[src/rtl/lock_scheduler.sv]
// lock_scheduler: two-gate canal lock sequencer; arbitrates upper/lower boat requests and drives valves and gates
//   clk, reset (async, active-low)
//   req_upper/req_lower : request pulses; boat_in/boat_out : occupancy sensor pulses
//   water_level         : chamber level, unsigned
//   upper_gate/lower_gate/fill/drain : registered actuator commands
//   occupied, pend_upper, pend_lower, busy : registered status
module lock_scheduler #(
    parameter int LEVEL_W       = 6,
    parameter int HIGH_LEVEL    = 50,
    parameter int LOW_LEVEL     = 10,
    parameter int GATE_CYCLES   = 4,
    parameter int ENTRY_TIMEOUT = 63
) (
    input  logic               clk,
    input  logic               reset,
    input  logic               req_upper,
    input  logic               req_lower,
    input  logic               boat_in,
    input  logic               boat_out,
    input  logic [LEVEL_W-1:0] water_level,
    output logic               upper_gate,
    output logic               lower_gate,
    output logic               fill,
    output logic               drain,
    output logic               occupied,
    output logic               pend_upper,
    output logic               pend_lower,
    output logic               busy
);
    localparam int MAX_CNT = ENTRY_TIMEOUT > GATE_CYCLES ? ENTRY_TIMEOUT : GATE_CYCLES;
    localparam int CNT_W   = $clog2(MAX_CNT + 1);
    localparam logic [LEVEL_W-1:0] HIGH_L    = LEVEL_W'(HIGH_LEVEL);
    localparam logic [LEVEL_W-1:0] LOW_L     = LEVEL_W'(LOW_LEVEL);
    localparam logic [CNT_W-1:0]   GATE_LAST = CNT_W'(GATE_CYCLES - 1);
    localparam logic [CNT_W-1:0]   TO_LAST   = CNT_W'(ENTRY_TIMEOUT - 1);
    localparam logic [CNT_W-1:0]   CNT_TOP   = CNT_W'(MAX_CNT);

    typedef enum logic [3:0] {
        IDLE, ADJUST_IN, OPEN_IN, WAIT_IN, CLOSE_IN, TRANSFER, OPEN_OUT, WAIT_OUT, CLOSE_OUT
    } state_t;

    state_t           state, state_n;
    logic [CNT_W-1:0] cnt;
    logic             dir, last_served;  // 1 = upper side
    logic             grant, win_upper, adj_upper, met, gate_done, adjusting;
    logic             ent_open, exit_open, occ_n;

    always_comb begin
        grant     = (state == IDLE) && (pend_upper || pend_lower);
        // a tie goes to the side that was not served last
        win_upper = pend_upper && (!pend_lower || !last_served);
        // entry equalizes toward dir, transfer toward the opposite side
        adj_upper = (state == ADJUST_IN) ? dir : !dir;
        met       = adj_upper ? (water_level >= HIGH_L) : (water_level <= LOW_L);
        gate_done = cnt == GATE_LAST;
        adjusting = (state == ADJUST_IN) || (state == TRANSFER);
        state_n   = state;
        occ_n     = occupied;
        case (state)
            IDLE:      state_n = grant ? ADJUST_IN : IDLE;
            ADJUST_IN: state_n = met ? OPEN_IN : ADJUST_IN;
            OPEN_IN:   state_n = gate_done ? WAIT_IN : OPEN_IN;
            WAIT_IN: begin
                occ_n   = occupied || boat_in;
                state_n = (boat_in || cnt == TO_LAST) ? CLOSE_IN : WAIT_IN;
            end
            CLOSE_IN:  state_n = gate_done ? (occupied ? TRANSFER : IDLE) : CLOSE_IN;
            TRANSFER:  state_n = met ? OPEN_OUT : TRANSFER;
            OPEN_OUT:  state_n = gate_done ? WAIT_OUT : OPEN_OUT;
            WAIT_OUT: begin
                occ_n   = occupied && !boat_out;
                state_n = boat_out ? CLOSE_OUT : WAIT_OUT;
            end
            CLOSE_OUT: state_n = gate_done ? IDLE : CLOSE_OUT;
            default:   state_n = IDLE;
        endcase
        ent_open  = (state_n == OPEN_IN) || (state_n == WAIT_IN);
        exit_open = (state_n == OPEN_OUT) || (state_n == WAIT_OUT);
    end

    always_ff @(posedge clk or negedge reset) begin
        if (!reset) begin
            state       <= IDLE;
            cnt         <= '0;
            dir         <= 1'b0;
            last_served <= 1'b0;
            upper_gate  <= 1'b0;
            lower_gate  <= 1'b0;
            fill        <= 1'b0;
            drain       <= 1'b0;
            occupied    <= 1'b0;
            pend_upper  <= 1'b0;
            pend_lower  <= 1'b0;
            busy        <= 1'b0;
        end else begin
            state       <= state_n;
            cnt         <= (state_n != state) ? '0 : (cnt == CNT_TOP ? cnt : cnt + 1'b1);
            dir         <= grant ? win_upper : dir;
            last_served <= grant ? win_upper : last_served;
            // a new pulse on the grant edge re-arms the request
            pend_upper  <= req_upper || (pend_upper && !(grant && win_upper));
            pend_lower  <= req_lower || (pend_lower && !(grant && !win_upper));
            occupied    <= occ_n;
            fill        <= adjusting && !met && adj_upper;
            drain       <= adjusting && !met && !adj_upper;
            upper_gate  <= (ent_open && dir) || (exit_open && !dir);
            lower_gate  <= (ent_open && !dir) || (exit_open && dir);
            busy        <= state_n != IDLE;
        end
    end
endmodule

[config.mk]
export PLATFORM = sky130hd
export DESIGN_NAME = lock_scheduler
export DESIGN_NICKNAME = d
export VERILOG_FILES = /design/src/rtl/lock_scheduler.sv
export SDC_FILE = /design/constraint.sdc
export NUM_CORES = 1
export LEC_CHECK = 0
export CORE_MARGIN = 10
export CORE_UTILIZATION = 46
export DETAILED_ROUTE_END_ITERATION = 8
export GPL_TIMING_DRIVEN = 0
export PLACE_DENSITY = 0.85
export SYNTH_ARGS = -nofsm -noshare
export SYNTH_HDL_FRONTEND = slang
export SYNTH_SLANG_ARGS = --single-unit
[constraint.sdc]
create_clock -name clk -period 2.08 [get_ports clk]
set_clock_uncertainty 0.15 [all_clocks]
set_input_delay 0.312 -clock clk [delete_from_list [all_inputs] [get_ports clk]]
set_output_delay 0.312 -clock clk [all_outputs]
set_load 0.01 [all_outputs]
Yosys cells after proc, flatten, opt, wreduce, memory -nomap -nowiden

Cells that the tools add are included.

Div/mod/pow operators: 0
Bitwise gates (word level): 0
Magnitude comparators: 2
$mul: 0
Mux-type cells: 16
Shift operators: 0
$add $sub $neg: 1
Equality and inequality tests: 17
Reduce and logical (&&, ||, !) cells: 36

Operators by type and width:

| cell                                                           | count |
|---|---|
| one-hot mux 4 bit (9 select lines)                             | 1 |
| equality test 4 x 3 -> 1 bit, second input constant            | 6 |
| equality test 4 x 2 -> 1 bit, second input constant            | 4 |
| logical AND 1 bit                                              | 14 |
| equality test 6 bit, second input constant                     | 2 |
| two-way mux 6 bit                                              | 2 |
| logical OR 1 bit                                               | 11 |
| two-way mux 3 bit                                              | 3 |
| zero test 1 bit                                                | 8 |
| two-way mux 4 bit                                              | 2 |
| adder 6 x 1 -> 6 bit, second input constant                    | 1 |
| equality test 6 x 2 -> 1 bit, second input constant            | 1 |
| >= comparator 6 bit, second input constant                     | 1 |
| less-or-equal comparator 6 x 4 -> 1 bit, second input constant | 1 |
| two-way mux 1 bit                                              | 5 |
| equality test 4 x 1 -> 1 bit, second input constant            | 1 |
| equality test 4 bit, second input constant                     | 1 |
| zero test 4 bit                                                | 1 |
| two-way mux 2 bit                                              | 2 |
| inequality test 4 bit                                          | 1 |
| nonzero test 4 bit                                             | 1 |
| inequality test 2 bit, second input constant                   | 1 |
| one-hot mux 1 bit (2 select lines)                             | 1 |
| nonzero test 2 bit                                             | 1 |

Bits in registers: 19
Memories kept: 0
Memory bits (read-only): 0
Bits in latches: 0
Logic and storage cells: 83
Bits in writable memories: 0

Depth between registers and ports, before layout

Depth in word-level cells: 9
Gate-level depth with buffers: 6

Worst setup path before layout

OpenSTA, ideal clock, no wires.

Path kind: register to register
Start point: register cnt[0]
End point: register busy
Cell stages (with the launch flop): 6
Arrival: 1.912 ns
Clock period less this slack: 2.201 ns
Required time: 1.791 ns
Setup slack: -0.121 ns
Setup time: 0.139 ns
Path buffers: 0
Path through: dfrtp_1 -> ha_1 -> or3b_1 -> or2_1 -> a32o_1 -> or4_1

Elaborated cells on any way between the ends: 10
Classes of those cells: 2 x eq/ne; 6 x mux; 2 x reduce/logical

RTL lines:

| item                               | RTL line | source |
|---|---|---|
| from (decl)                        | 43       | `logic [CNT_W-1:0] cnt;` |
| from (signal assigned)             | 97       | `cnt <= (state_n != state) ? '0 : (cnt == CNT_TOP ? cnt : cnt + 1'b1);` |
| equality test 6 x 2 -> 1 bit       | 55       | `gate_done = cnt == GATE_LAST;` |
| two-way mux 4 bit                  | 74       | `CLOSE_OUT: state_n = gate_done ? IDLE : CLOSE_OUT;` |
| one-hot mux 4 bit (9 select lines) | 59       | `case (state)` |
| net state_n[3]                     | 42       | `state_t state, state_n;` |
| nonzero test 4 bit                 | 108      | `busy <= state_n != IDLE;` |
| to (signal assigned)               | 94       | `busy <= 1'b0;` |
| to (signal assigned)               | 108      |  |
| to (decl)                          | 28       | `output logic busy` |

The timed path passes the listed nets, and every way through them passes these cells.
A chain may end at the register's enable or synchronous reset.

Worst setup path after layout

Ends and elaborated chain as after synthesis.

==> impl_metrics.csv <==
group,metric,value,unit
job,cap_violations,0,
global_routing,grt_overflow_total,0,
sta,slew_headroom,0.433,
floorplanning,dieHeight,68.8,um
cts,cts.clk_slew.worst_paths,110,ps
synthesis,ys_seq_elements,19,
global_routing,antenna_found_initial,0,
critical_path,r2r-start,"cnt[0]",
synthesis,ys_async_sr_fraction,1.00,
finish,fill_cells,187,
placement,place_hpwl,1.99,mm
placement,gp_congestion,0.955,
finish,final_cells,183,
cts,cts_made_buffers,3,
global_routing,grtUsageTotal,0.136,
power,power.leakage,0.656,nW
outcome,status,"finished, violations left",
sta,finalSetupTns,-686,ps
placement,dp_slack,-563,ps
sta,period_minus_slack,2200,ps
global_routing,grt_max_degree,20,
cts,clk_latency,300,ps
floorplanning,rows,17,
critical_path,path_max_fanout,3,
synthesis,yosysWarningCount,0,
critical_path,r2r_cells,5,
finish,design_area,1560,um2
synthesis,ys.flop_type,"dfrtp_1",
sta,holdWs,336,ps
sta,fin_crit_sh,1.06,
drt,first_pass_iters,4,
floorplanning,dieArea,4730,um2
hold_path,hp-class,"in2async",
drt,avgRoutedWirePerCell,16.0,um
critical_path,path_cells,"ha_4 > or3b_4 > or2_4 > a32o_2 > or4_1",
power,powerDensity,1250,nW/um2
cts,cts_sinks,19,
critical_path,ff2ff_setup_slack,-120,ps
floorplanning,ios,20,
finish,area_growth,42.6,%
sta,timing.final.max_slew_violations,0,
sta,hold_viol,0,
sta,rsz0062_at_grt,"true",
synthesis,synth_edf_count,0,
sta,fmax,0.454,GHz
finish,antenna_cells,0,
synthesis,synthCells,117,
critical_path,cp_slowest_cell,"or4_1",
drt,viasPerCell,5.78,
placement,place_inst,164,
finish,post_route_cells_drive_above_1_share,0.284,
floorplanning,start_util,0.490,
sta,setup_viol,7,
critical_path,cp_num_buf_inv,0,
critical_path,worstPathArrival,2230,ps
critical_path,critical_path_required,2110,ps
drt,routed_wl,2.93,mm
critical_path,setup.worst_path.end_class,"flip-flop",
cts,htreeDepth,1,
finish,post-route-util,0.698,
power,power,1.95,mW
cts,clock_path_buffers,2,
sta,worst-slew-pin-transition,849,ps
critical_path,critPathMaxStageDelay,490,ps
drt,ant_nets,0,
drt,drc,0,
cts,tritoncts,"done",
critical_path,startpoint_type,"flip-flop",
finish,layout_common_cells,"17 x clkdlybuf4s50_1, 16 x dfrtp_1, 15 x buf_4, 9 x nor2_1",
outcome,violations,"negative setup slack",
cts,root_buffer,"clkbuf_4",
global_routing,grt_pass1_wl,4.97,mm
placement,dpl-instance-area,1330,um2
finish,finalNetCount,170,
critical_path,worstSetupPathType,"reg2reg",
critical_path,path_delay_family,"simple AND/OR/NAND/NOR gates",
placement,port-buffer-count,19,
synthesis,synth.avg_cell_area,9.35,um2
power,vdd_drop_max,0.732,mV
cts,cts_hold_buffers,0,
synthesis,seq_area_frac_synth,0.435,
synthesis,netlist_area,1090,um2
global_routing,grt_pass1_vias,1134,
synthesis,syn_nets,131,
sta,worst_slack,-124,ps
finish,final_common_cell,"clkdlybuf4s50_1",
floorplanning,die_w,68.8,um
floorplanning,core_region_area,2230,um2
drt,drt_iter0_drc,41,
synthesis,synth_cell_types,43,
drt,num_vias,1058,
critical_path,reg2reg_to,"busy",
[synth_stat cells, types with 3 or more instances]
cell,number,share of area
or3_1,3,0.017
clkbuf_1,4,0.014
inv_1,4,0.014
or2_1,3,0.017
nand2_1,8,0.027
o21ai_0,6,0.027
a31oi_1,3,0.017
nand3_1,5,0.023
a211oi_1,3,0.021
dfrtp_1,19,0.43
nor3_1,3,0.014
nor2_1,9,0.031
a21oi_1,9,0.041
[report_power, final]
group	total, mW	internal (mW)	switching (mW)
logic	1.18	0.606	0.577
registers	0.580	0.486	0.0945
clock network	0.189	0.0748	0.114
[final cells by class]
cell class | instances | area (um2) | area share
buffer | 5 | 28.8 | 0.0185
clock buffer | 4 | 26.3 | 0.0169
inverter | 4 | 15.0 | 0.00963
multi-input combinational | 89 | 674 | 0.433
sequential | 19 | 479 | 0.307
tap | 28 | 35.0 | 0.0225
timing repair buffer | 34 | 300 | 0.193
[flip-flops by register name (all words and copies together) (netlist names)]
signal and count:
pend_upper 1, occupied 1, pend_lower 1, busy 1, upper_gate 1, last_served 1
fill 1, state 4, drain 1, lower_gate 1, cnt 6
[worst max path at each step]
| stage | startpoint | depth (start not counted) | endpoint | slack [ps] |
|---|---|---|---|---|
| global placement | water_level[3] | 6 | busy | -540 |
| detailed placement | water_level[3] | 6 | busy | -560 |
| global route | cnt[0] | 6 | cnt[4] | -220 |
| floorplan | cnt[1] | 6 | cnt[1] | -30 |
| finish | cnt[0] | 5 | busy | -120 |
| CTS | cnt[0] | 5 | busy | -100 |
[per-layer routing]
metal | global-route usage | part of all wire | up-vias
li1 | - | - | 513
met1 | 0.133 | 0.37 | 510
met2 | 0.278 | 0.55 | 30
met3 | 0.0209 | 0.068 | 5
met4 | 0.0443 | 0.0092 | 0
met5 | 0 | 0 | -
[cell families (layout without fill, tap and decap cells)]
group / Yosys count / count (layout) / synth area share
simple gates: 45 / 45 / 0.224
xor+xnor: 4 / 4 / 0.0320
flops: 19 / 19 / 0.435
buf+inv: 9 / 47 / 0.0320
compound gates: 35 / 35 / 0.224
fa+ha+maj: 2 / 2 / 0.0229
mux: 3 / 3 / 0.0297
[worst register-to-register path, delay by kind of cell (launching register included)]
| kind | cells | cell delay [ps] |
|---|---|---|
| adder cells (fa/ha/maj) | 1 | 150 |
| AO/OA/AOI/OAI | 1 | 230 |
| flip-flops | 1 | 430 |
| AND/OR/NAND/NOR | 3 | 1130 |
[what timing repair did]
action | 4_1_cts | 5_1_grt
pin swaps | 11 | 2
setup endpoints to repair | 7 | 7
buffers inserted | 15 | 0
resized for setup | 19 | 7
gates cloned | 0 | 0
Note: power is estimated with default switching activity, not from simulation.
